--- config.mk ---
export PLATFORM = sky130hd
export DESIGN_NAME = pacman_datapath
export DESIGN_NICKNAME = d
export VERILOG_FILES = /design/src/rtl/pacman_datapath.sv
export SDC_FILE = /design/constraint.sdc
export NUM_CORES = 1
export LEC_CHECK = 0
export BUFFER_PORTS_ARGS = -buffer_cell sky130_fd_sc_hd__clkbuf_2
export CAP_MARGIN = 20
export CORE_ASPECT_RATIO = 2
export CORE_MARGIN = 3
export CORE_UTILIZATION = 40
export CTS_CLUSTER_DIAMETER = 40
export CTS_CLUSTER_SIZE = 25
export DETAILED_ROUTE_END_ITERATION = 7
export GPL_TIMING_DRIVEN = 0
export PLACE_DENSITY = 0.57
export RECOVER_POWER = 50
export SETUP_SLACK_MARGIN = 0.05
export SLEW_MARGIN = 5
export SYNTH_ARGS = -nofsm -noshare
export SYNTH_HDL_FRONTEND = slang
export SYNTH_SLANG_ARGS = --single-unit
--- constraint.sdc ---
create_clock -name clk -period 3 [get_ports clk]
set_input_delay 0.3 -clock clk [delete_from_list [all_inputs] [get_ports clk]]
set_output_delay 0.3 -clock clk [all_outputs]
set_load 0.01 [all_outputs]
--- src/rtl/pacman_datapath.sv ---
// Pac-Man game datapath: positions, heading, move-rate timer, score, ghost LFSR
// and a registered one-cell plot request toward the VGA adapter.
module pacman_datapath #(
    parameter int unsigned GRID_W    = 16,
    parameter int unsigned GRID_H    = 12,
    parameter int unsigned START_X   = 1,
    parameter int unsigned START_Y   = 1,
    parameter int unsigned TIMER_MAX = 25000000,
    parameter int unsigned WALL_Y    = 6,
    parameter int unsigned WALL_X0   = 4,
    parameter int unsigned WALL_X1   = 11
) (
    input  logic       clk,
    input  logic       reset,
    input  logic [1:0] direction,
    input  logic       en_x_position,
    input  logic [1:0] s_x_position,
    input  logic       en_y_position,
    input  logic [1:0] s_y_position,
    input  logic       en_direction,
    input  logic [1:0] s_direction,
    input  logic       en_timer,
    input  logic [1:0] s_timer,
    input  logic       en_score,
    input  logic       s_score,
    input  logic       s_game_over,
    input  logic       en_ghostRand,
    input  logic       move_index,
    input  logic [1:0] s_plot_color,
    input  logic [1:0] s_screen,
    input  logic       plot,
    output logic       timer_done,
    output logic       touchingGhost,
    output logic       touchingWall,
    output logic [7:0] score,
    output logic       game_over,
    output logic [1:0] screen,
    output logic [3:0] plot_x,
    output logic [3:0] plot_y,
    output logic [2:0] plot_colour,
    output logic       plot_en
);
    localparam int unsigned TMR_W = 25;

    localparam logic [3:0]       X_MAX     = 4'(GRID_W - 1);
    localparam logic [3:0]       Y_MAX     = 4'(GRID_H - 1);
    localparam logic [3:0]       X_START   = 4'(START_X);
    localparam logic [3:0]       Y_START   = 4'(START_Y);
    localparam logic [TMR_W-1:0] TMR_LAST  = TMR_W'(TIMER_MAX - 1);
    localparam logic [4:0]       WY        = 5'(WALL_Y);
    localparam logic [4:0]       WX0       = 5'(WALL_X0);
    localparam logic [4:0]       WX1       = 5'(WALL_X1);
    localparam logic [7:0]       LFSR_SEED = 8'hA5;

    logic [3:0]       px;
    logic [3:0]       py;
    logic [1:0]       dir;
    logic [TMR_W-1:0] tmr;
    logic [7:0]       lfsr;
    logic             lfsr_fb;
    logic [3:0]       gx;
    logic [3:0]       gy;
    logic [2:0]       colour_d;
    logic [4:0]       px_w, py_w, px_p1, px_m1, py_p1, py_m1;
    logic             px_in_wall, px_p1_in_wall, px_m1_in_wall;

    // Ghost cell folded into the grid; raw nibbles are below 2*GRID so one subtract suffices
    always_comb begin
        lfsr_fb = lfsr[7] ^ lfsr[5] ^ lfsr[4] ^ lfsr[3];
        gx = lfsr[3:0];
        if ({1'b0, lfsr[3:0]} >= 5'(GRID_W)) gx = lfsr[3:0] - 4'(GRID_W);
        gy = lfsr[7:4];
        if ({1'b0, lfsr[7:4]} >= 5'(GRID_H)) gy = lfsr[7:4] - 4'(GRID_H);
    end

    assign touchingGhost = (px == gx) && (py == gy);

    // Next-cell blocking check; 5-bit arithmetic keeps px-1 at 0 out of the wall range
    always_comb begin
        px_w          = {1'b0, px};
        py_w          = {1'b0, py};
        px_p1         = px_w + 5'd1;
        px_m1         = px_w - 5'd1;
        py_p1         = py_w + 5'd1;
        py_m1         = py_w - 5'd1;
        px_in_wall    = (px_w >= WX0) && (px_w <= WX1);
        px_p1_in_wall = (px_p1 >= WX0) && (px_p1 <= WX1);
        px_m1_in_wall = (px_m1 >= WX0) && (px_m1 <= WX1);
        case (dir)
            2'b00:   touchingWall = (px == X_MAX) || ((py_w == WY) && px_p1_in_wall);
            2'b01:   touchingWall = (px == 4'd0)  || ((py_w == WY) && px_m1_in_wall);
            2'b10:   touchingWall = (py == 4'd0)  || ((py_m1 == WY) && px_in_wall);
            default: touchingWall = (py == Y_MAX) || ((py_p1 == WY) && px_in_wall);
        endcase
    end

    always_comb begin
        case (s_plot_color)
            2'b00:   colour_d = 3'b000;
            2'b01:   colour_d = 3'b110;
            2'b10:   colour_d = 3'b100;
            default: colour_d = 3'b001;
        endcase
    end

    always_ff @(posedge clk) begin
        if (reset) begin
            px          <= X_START;
            py          <= Y_START;
            dir         <= 2'b00;
            tmr         <= '0;
            timer_done  <= 1'b0;
            score       <= 8'd0;
            game_over   <= 1'b0;
            screen      <= 2'b00;
            lfsr        <= LFSR_SEED;
            plot_x      <= 4'd0;
            plot_y      <= 4'd0;
            plot_colour <= 3'b000;
            plot_en     <= 1'b0;
        end else begin
            if (en_x_position) begin
                case (s_x_position)
                    2'b00:   px <= X_START;
                    2'b01:   if (px < X_MAX) px <= px + 4'd1;
                    2'b10:   if (px != 4'd0) px <= px - 4'd1;
                    default: ;
                endcase
            end
            if (en_y_position) begin
                case (s_y_position)
                    2'b00:   py <= Y_START;
                    2'b01:   if (py < Y_MAX) py <= py + 4'd1;
                    2'b10:   if (py != 4'd0) py <= py - 4'd1;
                    default: ;
                endcase
            end
            if (en_direction) begin
                case (s_direction)
                    2'b00:   dir <= direction;
                    2'b01:   dir <= 2'b00;
                    default: ;
                endcase
            end

            // timer_done is a single-cycle pulse, low unless the wrap happens this edge
            timer_done <= 1'b0;
            if (en_timer) begin
                case (s_timer)
                    2'b00: tmr <= '0;
                    2'b01: begin
                        if (tmr >= TMR_LAST) begin
                            tmr        <= '0;
                            timer_done <= 1'b1;
                        end else begin
                            tmr <= tmr + TMR_W'(1);
                        end
                    end
                    default: ;
                endcase
            end

            if (en_score) begin
                if (!s_score)             score <= 8'd0;
                else if (score != 8'hFF)  score <= score + 8'd1;
            end
            if (s_game_over) game_over <= 1'b1;
            screen <= (s_screen == 2'b11) ? 2'b01 : s_screen;
            if (en_ghostRand) lfsr <= {lfsr[6:0], lfsr_fb};

            plot_en <= plot;
            if (plot) begin
                plot_x      <= move_index ? gx : px;
                plot_y      <= move_index ? gy : py;
                plot_colour <= colour_d;
            end
        end
    end

endmodule

==> results.py, run 1 <==
metrics = {
    "timing": {
        "final.setup.worst_slack_ns": 0.223,
        "rsz0062_at_grt": "no",
        "period_share_pct": 92.6,
        "timing.fmax_mhz": 360,
        "fin_hold_ws_ns": 0.164,
        "tns_ns": 0,
        "min_period_ns": 2.78,
        "slew_violations": 0,
        "finalSetupViolations": 0,
        "tightest_slew_ns": 0.786,
        "finalHoldViolCount": 0,
        "clock_skew_ns": 0.00490,
        "relSlewSlack_pct": 46.8,
    },
    "cts": {
        "cts_hold_buffers": 0,
        "clock_path_buffers": 2,
        "clk_pin_slew_ns": 0.05,
        "worstSkewPairLatency_ns": 0.33,
        "tritoncts": "built",
        "root_buffer": "clkbuf_16",
        "cts_buffers": 9,
        "htree_num_levels": 3,
        "cts.sinks": 67,
    },
    "synthesis": {
        "avgSynthCellArea_um2": 8.67,
        "synth-main-ff-cell": "dfxtp_1",
        "yosys_register_bits": 67,
        "synth_warnings": 0,
        "syn_inst": 449,
        "syn_area_mm2": 0.00389,
        "synth_edf_count": 0,
        "synth_seq_area_share_pct": 34.4,
        "postSynth.asyncResetShare_pct": 0,
        "ys_types": 58,
        "synth_nets": 497,
    },
    "placement": {
        "preCtsSetupSlack_ns": 0.211,
        "dp_hpwl_um": 7950,
        "gp_congestion": 0.855,
        "io_buffers": 50,
        "place_area_mm2": 0.00431,
    },
    "die": {
        "core_area_mm2": 0.00945,
        "die_w_um": 75.8,
        "ios": 52,
        "start_util_pct": 41.2,
        "rows": 50,
        "die_area_mm2": 0.0110,
        "die_h_um": 146,
    },
    "global_routing": {
        "grt_pass1_wl_um": 17100,
        "grt_pass1_vias": 3576,
        "grt_start_max_net_pins": 11,
        "antenna_found_initial": 0,
        "globalRouteOverflowTotal": 0,
        "grt_usage_pct": 20.0,
    },
    "route": {
        "first_pass_iters": 4,
        "drt-total-wl_um": 10500,
        "drc_errors": 0,
        "detail-route-antenna-nets": 0,
        "drtIter0Drc": 191,
        "route.vias.total": 3527,
        "wire_per_inst_um": 16.2,
        "viasPerCell": 5.45,
    },
    "final_layout": {
        "fill_cells": 945,
        "postLayoutCellArea_mm2": 0.00461,
        "drive_gt1_share_pct": 10.6,
        "syn2layout_area_growth_pct": 18.4,
        "nets": 560,
        "antenna_cells": 0,
    },
    "worst_setup_path": {
        "cp_max_fo": 8,
        "setup.worst_path.end_class": "output port",
        "cp.arrival_ns": 2.48,
        "cp_data_required_time_ns": 2.70,
        "critical_path_class": "flop to output port",
        "cp-start-kind": "flop",
    },
    "power": {
        "p_leak_nw": 1.75,
        "power_per_cell_area_mw_per_mm2": 490,
        "vdd_drop_max_uv": 313,
    },
    "outcome": {
        "status": "complete, no violations",
    },
    "worst_hold_path": {
        "hold_path.class": "input port to flop",
    },
    "flow_run": {
        "drv_cap": 0,
    },
}
synth_stat cells, types with 5 or more instances:
cell	count	area, um2
o31ai_1	12	90.1
a22o_1	5	43.8
nor4_1	9	56.3
or4_1	7	52.6
nand2_1	28	105
nor3b_1	9	67.6
clkbuf_1	18	67.6
or3_1	7	43.8
nand2b_1	5	31.3
mux2i_1	16	160
dfxtp_1	67	1340
a21o_1	12	90.1
a21oi_1	16	80.1
o21ai_0	7	35.0
a211oi_1	13	97.6
inv_1	19	71.3
nand4_1	10	62.6
nor3_1	14	70.1
a31oi_1	5	31.3
nor2_1	35	131
nand3_1	12	60.1
nor2b_1	12	75.1
xnor2_1	18	158
ha_1	20	250
o21a_1	6	45.0
xor2_1	7	61.3
and3_1	7	43.8
worst max-delay path, cell delays in order (launching register included):
cell        delay (ns)
dfxtp_2           0.36
clkbuf_8          0.17
clkinvlp_4        0.14
ha_4              0.30
o21bai_1          0.07
o22ai_1           0.15
a221oi_1          0.11
or4_1             0.51
a22oi_1           0.19
clkbuf_2          0.16
stage by stage:
step	std cells	power (mW)	util [%]
floorplan	449	1.16	-
global placement	629	1.25	45.6
detailed placement	629	1.26	45.6
CTS	645	2.29	48.8
global route	647	2.37	48.8
finish	647	2.26	48.8
cell type report:
cell class / instances / area, um2 / area share (%)
clock buffers: 15 / 288 / 6.24
clock inverters: 1 / 5.00 / 0.108
multi-input cells: 338 / 2380 / 51.7
plain buffers: 25 / 124 / 2.69
well taps: 130 / 163 / 3.53
flip-flops and latches: 67 / 1340 / 29.1
inverters: 19 / 75.1 / 1.63
repair buffers: 52 / 231 / 5.02
power by group:
group          total (mW)  internal (mW)  switching (mW)
clock network        1.02          0.649           0.374
registers           0.955          0.924          0.0314
logic               0.283          0.126           0.156
total                2.26           1.70           0.562
registers in the layout, indices dropped and copies added, names as in the netlist:
name and flops:
plot_colour 3, plot_y 4, dir 2, py 4, game_over 1, plot_en 1
px 4, timer_done 1, screen 2, tmr 25, score 8, lfsr 8
plot_x 4
routing by layer:
| layer | share of wire [%] | vias to the layer above | track usage (%) |
|---|---|---|---|
| met2 | 55 | 78 | 35.4 |
| met4 | 3.8 | 0 | 12.0 |
| met1 | 38 | 1654 | 20.8 |
| li1 | - | 1769 | - |
| met3 | 2.8 | 26 | 3.04 |
| met5 | 0 | - | 0 |
cell families after synthesis:
family | count (synthesis) | synth area share [%]
compound gates | 103 | 19.5
xor+xnor | 25 | 5.62
fa+ha+maj | 22 | 7.45
buf+inv | 44 | 4.75
flops | 67 | 34.4
mux | 17 | 4.40
simple gates | 171 | 23.8
placed cells by master (no fill, tap or decap), types with 5 or more instances in the layout:
cell type and instances:
inv_1 18, clkbuf_16 9, a31oi_1 5, o21ai_0 6
nor4_1 9, and3_1 7, nor3_1 14, o21a_1 6
or4_1 7, nand2b_1 5, xor2_1 7, a21o_1 12
dfxtp_1 65, clkbuf_2 23, a22o_1 5, a21oi_1 16
nor3b_1 9, clkbuf_1 48, xnor2_1 18, or3_1 7
o31ai_1 12, nand2_1 28, nor2_1 35, nand3_1 12
mux2i_1 16, a211oi_1 13, clkbuf_8 5, nand4_1 10
ha_1 18, nor2b_1 12
repair_timing:
action | CTS | global route
hold endpoints to repair | 0 | 0
pin swaps | 0 | 0
buffers inserted | 0 | 2
setup endpoints to repair | 1 | 1
resized for setup | 4 | 5
worst paths after layout:
| path | start | end | slack (ns) | depth (start not counted) |
|---|---|---|---|---|
| worst min-delay path | s_screen[0] | screen[1]$_SDFF_PP0_ | 0.16 | 2 |
| worst min register to register | game_over$_SDFFE_PP0P_ | game_over$_SDFFE_PP0P_ | 0.47 | 2 |
| worst max register to register | tmr[0]$_SDFFE_PP0P_ | tmr[14]$_SDFFE_PP0P_ | 0.40 | 6 |
| worst max-delay path | px[0]$_SDFFE_PP1P_ | touchingWall | 0.22 | 9 |
Power figures use the tool's default switching activity.
==> run 2, diff against run 1 <==
MAX_ROUTING_LAYER = met4   (was not set)
clock period = 2.9 ns   (was 3 ns; I/O delays follow)
==> run 2 against run 1 <==
Final cell count did not move. Core utilization rose by 0.11 points. Power rose by 3.5%. Design area rose by 0.22%. Clock skew barely moved. Wire length rose by 0.44%. Via count rose by 0.99%. Critical path depth did not move. Non-clock buffer count did not move. Count of clock-buffer cells in the layout did not move. Register-to-register slack got worse by 0.10 ns. Critical path type unchanged. Largest cell class unchanged. Largest power group unchanged. Highest routed layer unchanged.
==> results.py, run 2 (synthesized netlist as in run 1, its figures left out) <==
metrics = {
    "outcome": {
        "status": "complete, no violations",
    },
    "route": {
        "wire_per_inst_um": 16.2,
        "detail-route-antenna-nets": 0,
        "drc_errors": 0,
        "route.vias.total": 3562,
        "drtIter0Drc": 174,
        "viasPerCell": 5.51,
        "drt-total-wl_um": 10500,
        "first_pass_iters": 5,
    },
    "timing": {
        "period_share_pct": 93.3,
        "timing.fmax_mhz": 370,
        "tns_ns": 0,
        "slew_violations": 0,
        "finalSetupViolations": 0,
        "rsz0062_at_grt": "no",
        "finalHoldViolCount": 0,
        "clock_skew_ns": 0.00480,
        "final.setup.worst_slack_ns": 0.195,
        "min_period_ns": 2.71,
        "tightest_slew_ns": 0.790,
        "relSlewSlack_pct": 46.5,
        "fin_hold_ws_ns": 0.151,
    },
    "worst_setup_path": {
        "reg2reg_depth": 6,
        "cpPeakStageDelay_ns": 0.36,
        "cp_max_fo": 8,
        "cp_num_buf_inv": 3,
        "critical_path.slowest_cell": "dfxtp_1",
        "cp-start-kind": "flop",
        "path_cells": "clkbuf_1 -> inv_1 -> ha_1 -> nor4bb_1 -> a31oi_1 -> o22ai_1 -> a22oi_1 -> a22oi_2 -> buf_2",
        "critical_path.top_delay_family": "buffers and inverters",
        "cp_num_cells": 9,
        "setup.worst_path.end_class": "output port",
        "cp_data_required_time_ns": 2.61,
        "cp.arrival_ns": 2.42,
        "critical_path_class": "flop to output port",
    },
    "final_layout": {
        "final_cells": 647,
        "layout_common_cells": "dfxtp_1, clkbuf_1, nor2_1",
        "nets": 560,
        "final_util_pct": 48.9,
        "reg.largest.list": "tmr x25, lfsr x8, score x8",
        "mostFrequentLayoutCell": "dfxtp_1",
        "drive_gt1_share_pct": 11.0,
        "syn2layout_area_growth_pct": 18.7,
        "largest-register": "tmr",
        "largest_reg_flops": 25,
        "postLayoutCellArea_mm2": 0.00462,
        "antenna_cells": 0,
        "fill_cells": 944,
    },
    "placement": {
        "preCtsSetupSlack_ns": 0.121,
        "io_buffers": 50,
        "dp_hpwl_um": 7950,
        "gp_congestion": 0.868,
        "placed_cells": 629,
        "place_area_mm2": 0.00431,
    },
    "die": {
        "die_h_um": 146,
        "ios": 52,
        "start_util_pct": 41.2,
        "die_w_um": 75.8,
        "core_area_mm2": 0.00945,
        "rows": 50,
        "die_area_mm2": 0.0110,
    },
    "power": {
        "total_power_mw": 2.34,
        "p_leak_nw": 1.75,
        "p_seq_share_pct": 42.2,
        "swShare_pct": 24.9,
        "clkPwrFrac_pct": 45.3,
        "p_int_mw": 1.76,
        "switchingPower_mw": 0.583,
        "vdd_drop_max_uv": 322,
        "pwr-share-comb_pct": 12.5,
        "power_per_cell_area_mw_per_mm2": 507,
    },
    "cts": {
        "tritoncts": "built",
        "cts.sinks": 67,
        "worstSkewPairLatency_ns": 0.33,
        "clock_path_buffers": 2,
        "clk_pin_slew_ns": 0.05,
        "root_buffer": "clkbuf_16",
        "cts_hold_buffers": 0,
        "htree_num_levels": 3,
        "cts_buffers": 9,
    },
    "worst_hold_path": {
        "hold-path-cell-count": 2,
        "hold_path.class": "input port to flop",
    },
    "flow_run": {
        "drv_cap": 0,
    },
    "global_routing": {
        "grt_usage_pct": 20.5,
        "antenna_found_initial": 0,
        "grt_start_max_net_pins": 11,
        "globalRouteOverflowTotal": 0,
        "grt_pass1_wl_um": 17100,
        "grt_pass1_vias": 3579,
    },
}
-- run 2: what timing repair did --
item	CTS	global route
setup endpoints to repair	1	1
setup buffers	0	2
pin swaps	0	1
resized for setup	5	10
-- run 2: area by class of cell --
class | count | area [um2] | share of cell area (%)
Buffer | 25 | 126 | 2.73
Clock buffer | 15 | 288 | 6.22
Clock inverter | 1 | 5.00 | 0.108
Inverter | 19 | 75.1 | 1.62
Multi-Input combinational cell | 338 | 2390 | 51.7
Sequential cell | 67 | 1350 | 29.1
Tap cell | 130 | 163 | 3.52
Timing Repair Buffer | 52 | 231 | 5.01
-- run 2: worst reg2reg max path, stage by stage, from the launching register on --
cell      delay, ns
dfxtp_1        0.40
ha_1           0.35
or3b_1         0.40
a21o_1         0.22
a311oi_4       0.49
nor2_2         0.25
a221o_1        0.38
-- run 2: power by group through the flow --
stage | Combinational (mW) | Sequential (mW) | Clock [mW]
after global routing | 0.331 | 0.993 | 1.13
after CTS | 0.295 | 0.988 | 1.09
final | 0.294 | 0.988 | 1.06
after global placement | 0.285 | 1.01 | 0
after floorplan | 0.195 | 1.01 | 0
after detailed placement | 0.291 | 1.01 | 0
-- run 2: metal layers --
metal	vias up	part of all wire (%)	global-route usage [%]
met5	-	0	-
met4	0	3.6	12.0
met3	31	3.3	2.90
met2	95	55	35.3
met1	1664	38	21.0
li1	1772	-	-
-- run 2: path summary, 6_finish.rpt --
kind                          start                endpoint  slack (ns)
min                     s_screen[0]    screen[1]$_SDFF_PP0_        0.15
max reg2reg     tmr[0]$_SDFFE_PP0P_    tmr[14]$_SDFFE_PP0P_        0.30
max              px[2]$_SDFFE_PP0P_            touchingWall        0.19
min reg2reg  game_over$_SDFFE_PP0P_  game_over$_SDFFE_PP0P_        0.47
